[src/rtl/uart_rx_fifo.sv]
// UART receiver: 2-flop synchroniser, start/data/stop sampling FSM and a show-ahead output FIFO.
// Define UART_RX_PARITY_EN to add the PARITY parameter, a parity state and the parity_err pulse.
module uart_rx_fifo #(
  parameter int CLK        = 50000000,
  parameter int BAUD_RATE  = 115200,
  parameter int BITS       = 8,
  parameter int STOP_BITS  = 1,
  parameter int FIFO_DEPTH = 4
`ifdef UART_RX_PARITY_EN
  ,
  parameter int PARITY     = 2
`endif
) (
  input  logic                        clk,
  input  logic                        rst_n,
  input  logic                        rx,
  output logic [BITS-1:0]             m_data,
  output logic                        m_valid,
  input  logic                        m_ready,
  output logic                        frame_err,
  output logic                        overrun,
`ifdef UART_RX_PARITY_EN
  output logic                        parity_err,
`endif
  output logic [$clog2(FIFO_DEPTH):0] fifo_count
);

  localparam int DIV  = CLK / BAUD_RATE;
  localparam int HALF = (DIV - 1) / 2;
  localparam int CW   = $clog2(DIV);
  localparam int IW   = (BITS > 1) ? $clog2(BITS) : 1;
  localparam int AW   = $clog2(FIFO_DEPTH);
  localparam int NW   = AW + 1;

  typedef enum logic [2:0] {
    S_IDLE, S_START, S_DATA, S_PARITY, S_STOP, S_WAIT_HIGH
  } state_t;

  state_t          state, state_nx;
  logic            rx_meta, rx_s;
  logic [CW-1:0]   clkd, clkd_nx;
  logic [IW-1:0]   idx, idx_nx;
  logic [BITS-1:0] shift, shift_nx;
  logic            sc, sc_nx;
  logic            ferr_q, ferr_nx;
  logic            perr_q, perr_nx;
  logic            tick, frame_done, frame_bad, push;
  logic            par_expect;

`ifdef UART_RX_PARITY_EN
  localparam bit HAS_PAR = (PARITY != 0);
  assign par_expect = (PARITY == 1) ? ~^shift : ^shift;
`else
  localparam bit HAS_PAR = 1'b0;
  assign par_expect = 1'b0;
`endif

  always_ff @(posedge clk or negedge rst_n) begin
    if (!rst_n) begin
      rx_meta <= 1'b1;
      rx_s    <= 1'b1;
    end else begin
      rx_meta <= rx;
      rx_s    <= rx_meta;
    end
  end

  always_ff @(posedge clk or negedge rst_n) begin
    if (!rst_n) begin
      state  <= S_IDLE;
      clkd   <= '0;
      idx    <= '0;
      shift  <= '0;
      sc     <= 1'b0;
      ferr_q <= 1'b0;
      perr_q <= 1'b0;
    end else begin
      state  <= state_nx;
      clkd   <= clkd_nx;
      idx    <= idx_nx;
      shift  <= shift_nx;
      sc     <= sc_nx;
      ferr_q <= ferr_nx;
      perr_q <= perr_nx;
    end
  end

  assign tick = (clkd == CW'(DIV - 1));

  always_comb begin
    state_nx   = state;
    clkd_nx    = clkd;
    idx_nx     = idx;
    shift_nx   = shift;
    sc_nx      = sc;
    ferr_nx    = ferr_q;
    perr_nx    = perr_q;
    frame_done = 1'b0;
    frame_bad  = 1'b0;
    case (state)
      S_IDLE: begin
        clkd_nx = '0;
        idx_nx  = '0;
        sc_nx   = 1'b0;
        ferr_nx = 1'b0;
        perr_nx = 1'b0;
        if (!rx_s) state_nx = S_START;
      end
      S_START: begin
        if (clkd == CW'(HALF)) begin
          clkd_nx  = '0;
          state_nx = rx_s ? S_IDLE : S_DATA;
        end else begin
          clkd_nx = clkd + CW'(1);
        end
      end
      S_DATA: begin
        if (tick) begin
          clkd_nx       = '0;
          shift_nx[idx] = rx_s;
          if (idx == IW'(BITS - 1)) begin
            idx_nx   = '0;
            state_nx = HAS_PAR ? S_PARITY : S_STOP;
          end else begin
            idx_nx = idx + IW'(1);
          end
        end else begin
          clkd_nx = clkd + CW'(1);
        end
      end
      S_PARITY: begin
        if (tick) begin
          clkd_nx  = '0;
          perr_nx  = (rx_s != par_expect);
          state_nx = S_STOP;
        end else begin
          clkd_nx = clkd + CW'(1);
        end
      end
      S_STOP: begin
        if (tick) begin
          clkd_nx = '0;
          if (sc == 1'(STOP_BITS - 1)) begin
            // Leave at mid-stop-bit so a back-to-back start edge is not missed.
            frame_done = 1'b1;
            frame_bad  = ferr_q | ~rx_s;
            state_nx   = rx_s ? S_IDLE : S_WAIT_HIGH;
          end else begin
            sc_nx   = 1'b1;
            ferr_nx = ferr_q | ~rx_s;
          end
        end else begin
          clkd_nx = clkd + CW'(1);
        end
      end
      S_WAIT_HIGH: begin
        if (rx_s) state_nx = S_IDLE;
      end
      default: state_nx = S_IDLE;
    endcase
  end

  assign push = frame_done && !frame_bad && !perr_q;

  // Handshake: a word transfers on a rising clk edge where m_valid && m_ready;
  // m_data holds the head word and stays stable while m_valid is high and not popped.
  logic [BITS-1:0] mem [FIFO_DEPTH];
  logic [AW-1:0]   wr_ptr, rd_ptr;
  logic [NW-1:0]   count;
  logic            full, pop, push_ok;

  assign full       = (count == NW'(FIFO_DEPTH));
  assign m_valid    = (count != '0);
  assign pop        = m_valid && m_ready;
  assign push_ok    = push && (!full || pop);
  assign m_data     = mem[rd_ptr];
  assign fifo_count = count;

  always_ff @(posedge clk or negedge rst_n) begin
    if (!rst_n) begin
      for (int i = 0; i < FIFO_DEPTH; i++) mem[i] <= '0;
      wr_ptr <= '0;
      rd_ptr <= '0;
      count  <= '0;
    end else begin
      if (push_ok) begin
        mem[wr_ptr] <= shift;
        wr_ptr      <= wr_ptr + AW'(1);
      end
      if (pop) rd_ptr <= rd_ptr + AW'(1);
      case ({push_ok, pop})
        2'b10:   count <= count + NW'(1);
        2'b01:   count <= count - NW'(1);
        default: count <= count;
      endcase
    end
  end

  always_ff @(posedge clk or negedge rst_n) begin
    if (!rst_n) begin
      frame_err <= 1'b0;
      overrun   <= 1'b0;
    end else begin
      frame_err <= frame_done && frame_bad;
      overrun   <= push && full && !pop;
    end
  end

`ifdef UART_RX_PARITY_EN
  always_ff @(posedge clk or negedge rst_n) begin
    if (!rst_n) parity_err <= 1'b0;
    else        parity_err <= frame_done && !frame_bad && perr_q;
  end
`endif

endmodule

[config.mk]
export PLATFORM = sky130hd
export DESIGN_NAME = uart_rx_fifo
export DESIGN_NICKNAME = d
export VERILOG_FILES = /design/src/rtl/uart_rx_fifo.sv
export SDC_FILE = /design/constraint.sdc
export NUM_CORES = 1
export LEC_CHECK = 0
export ABC_AREA = 1
export CAP_MARGIN = 20
export CORE_MARGIN = 2
export CORE_UTILIZATION = 55
export CTS_CLUSTER_SIZE = 30
export DETAILED_ROUTE_END_ITERATION = 16
export DONT_BUFFER_PORTS = 1
export GPL_TIMING_DRIVEN = 0
export PLACE_DENSITY = 0.7
export SETUP_SLACK_MARGIN = 0.02
export SLEW_MARGIN = 30
export SYNTH_ARGS = -nofsm -noshare
export SYNTH_HDL_FRONTEND = slang
export SYNTH_SLANG_ARGS = --single-unit
[constraint.sdc]
create_clock -name clk -period 2.77 [get_ports clk]
set_input_delay 0.277 -clock clk [delete_from_list [all_inputs] [get_ports clk]]
set_output_delay 0.277 -clock clk [all_outputs]
set_load 0.02 [all_outputs]
==> flow_summary.ini <==
[synthesis]
synth_top_cell_by_area = dfrtp_1
synth-seq-cells = 69
synth_warnings = 0
synthCells = 466
syn_area_um2 = 3824
syn_nets = 481
synth_cell_type_count = 30
synth_top_area_share_pct = 43.85
seq_area_frac_synth_pct = 45.22
syn_area_per_cell_um2 = 8.205
ys_top_cells_by_area = dfrtp_1 44%, nand2_1 13%, nand4_1 7.7%

[pwr]
power.density_nw_per_um2 = 615.5
leakagePower_nw = 2.085
irDropWorstVdd_mv = 0.2249

[clocking]
clk_latency_ps = 350
clk_pin_slew_ps = 80
numCtsBuffers = 9
h-tree-depth = 3
cts_sinks = 69
cts_tree = yes
clockRootBuffer = clkbuf_8
cts_buffer_depth = 2
cts_setup_buffers = 0

[global_route]
grt_pass1_vias = 3103
grt_pass1_wl_um = 14460
grt_use_total_pct = 24.12
grt_max_degree = 70
overflow = 0
antenna_found_initial = 0

[min_path]
hold_path.class = primary input to register

[setup_path]
worstPathArrival_ps = 2270
crit_chain = clkbuf_1 > inv_1 > clkbuf_1 > o21ai_0 > o22ai_1
worst-setup-path-type = register to output pin
crit_fanout = 10
cp_top_family = buffers and inverters
cp-startpoint = rd_ptr[0]
crit_buf_inv = 3
crit_required_ps = 2490
cp_slowest_stage_delay_ps = 440
endpoint_kind = output pin
path_common_cell = clkbuf_1
startpoint_type = register
endpoint = m_data[6]
crit_slowest_cell = clkbuf_1
crit_cells = 5
reg2reg_from = clkd[1]
timing.rr.end = fifo_count[1]
rrSetupSlack_ps = 300
rr_worst_depth = 11

[final_layout]
antenna_cells = 0
num-fill-cells = 625
most-common-layout-cells = 136 x nand2_1, 67 x dfrtp_1, 49 x nor2_1
stdcell_count = 565
ff_latch_area_um2 = 1729
fin_nets = 495
drive_gt1_share_pct = 12.58
final_cell_area_um2 = 4161
multi_input_area_um2 = 1838
layout_commonest_cell = nand2_1
area_growth_pct = 8.835

[placement]
placedCellCount = 546
hpwl_um = 6009
post_dp_cell_area_um2 = 3924
numPortBuffers = 0
gp_congestion = 0.8317

[route]
totalWireLength_um = 8315
ant_nets = 0
num_vias = 3166
drtIter0Drc = 139
dr.pass1.iters = 4
wire_per_inst_um = 14.72
drc = 0
via_per_inst = 5.604

[timing]
rsz0062_at_grt = false
period_needed_ps = 2542
max_freq_mhz = 393.3
tightest_slew_ps = 582.4
clock_skew_ps = 10.21
setup_viol = 0
slew_violations = 0
finalHoldViolations = 0
relSlewSlack_pct = 61.17
fin_crit_sh_pct = 91.78
tns_ps = 0
hold_slack_ps = 247.0

[floorplanning]
die_x_um = 87.38
io_pins = 18
rows = 30
dieArea_um2 = 7635
start_util_pct = 56.59
core_um2 = 6756
fp.dieH_um = 87.38

[outcome]
status = complete, no violations

[run]
cap_violations = 0
## synth_stat cells (all sizes together)
cell	number
a21oi	3
buf	16
clkbuf	4
dfrtp	67
dfstp	2
fa	1
ha	10
inv	35
nand2	139
nand3	33
nand4	51
nor2	59
nor3	4
o21ai	29
o22ai	9
xnor2	1
xor2	3
## registers in the layout, summed over array words and instances, names as in the netlist, 2 cells and up
name and count:
idx 3, mem 32, shift 8, fifo_count 3
wr_ptr 2, state 3, rd_ptr 2, clkd 9
## kinds of logic after synthesis
| family | count (synthesis) | synth area share, % |
|---|---|---|
| adder cells (fa/ha/maj) | 11 | 3.796 |
| XOR/XNOR | 4 | 0.9164 |
| AO/OA/AOI/OAI | 41 | 5.661 |
| AND/OR/NAND/NOR | 286 | 37.70 |
| buffers and inverters | 55 | 6.708 |
| flip-flops | 69 | 45.22 |
## through the flow
| stage | power, mW | util, % | setup WS [ps] |
|---|---|---|---|
| detailed placement | 1.755 | 58.07 | 293.3 |
| CTS | 2.581 | 61.59 | 210.0 |
| global placement | 1.734 | 58.07 | 346.4 |
| global route | 2.702 | 61.59 | 75.48 |
| finish | 2.561 | 61.59 | 227.6 |
| floorplan | 1.611 | - | 575.4 |
## where the power goes
part	switching (mW)	leakage, nW	total [mW]	internal (mW)
sequential	0.0803	0.931	1.13	1.05
combinational	0.467	1.05	0.632	0.166
clock	0.390	0.0987	0.801	0.410
## worst reg2reg max path: stages (launching register included)
cell	delay, ps
dfrtp_1	410
inv_1	90
ha_1	200
nand2_1	80
nor2_2	260
nand3_4	160
nor2_8	190
nand2_1	120
ha_1	190
inv_1	90
fa_1	420
o21ai_0	170
## metal layers
metal | part of all wire (%) | global-route usage [%] | routed length [µm]
met5 | 0 | 0 | 0
met4 | 1.3 | 7.552 | 111
met3 | 4.1 | 4.929 | 338
met2 | 51 | 41.60 | 4260
met1 | 43 | 30.31 | 3605
## timing repair
item | CTS | global route
setup endpoints to repair | 0 | 0
endpoints found under the hold margin | 70 | 0
hold buffers | 3 | 0
resized for setup | 0 | 0
## layout make-up
class / instances / share of cell area (%)
repair buffers: 3 / 1.143
flip-flops and latches: 69 / 41.55
clock buffers: 9 / 2.977
inverters: 35 / 3.157
well taps: 80 / 2.405
clock inverters: 7 / 1.594
multi-input cells: 342 / 44.17
plain buffers: 20 / 3.007
## how the worst min path moves through the flow
stage	from	end	slack, ps	cells after the start
2_1_floorplan	rst_n	clkd[0]	-20	0
3_3_place_gp	rst_n	fifo_count[2]	-20	0
3_5_place_dp	rst_n	fifo_count[2]	-20	0
4_1_cts	m_ready	rd_ptr[0]	240	3
5_1_grt	m_ready	rd_ptr[0]	260	3
6_report	m_ready	rd_ptr[0]	250	3
Power figures use the tool's default switching activity.
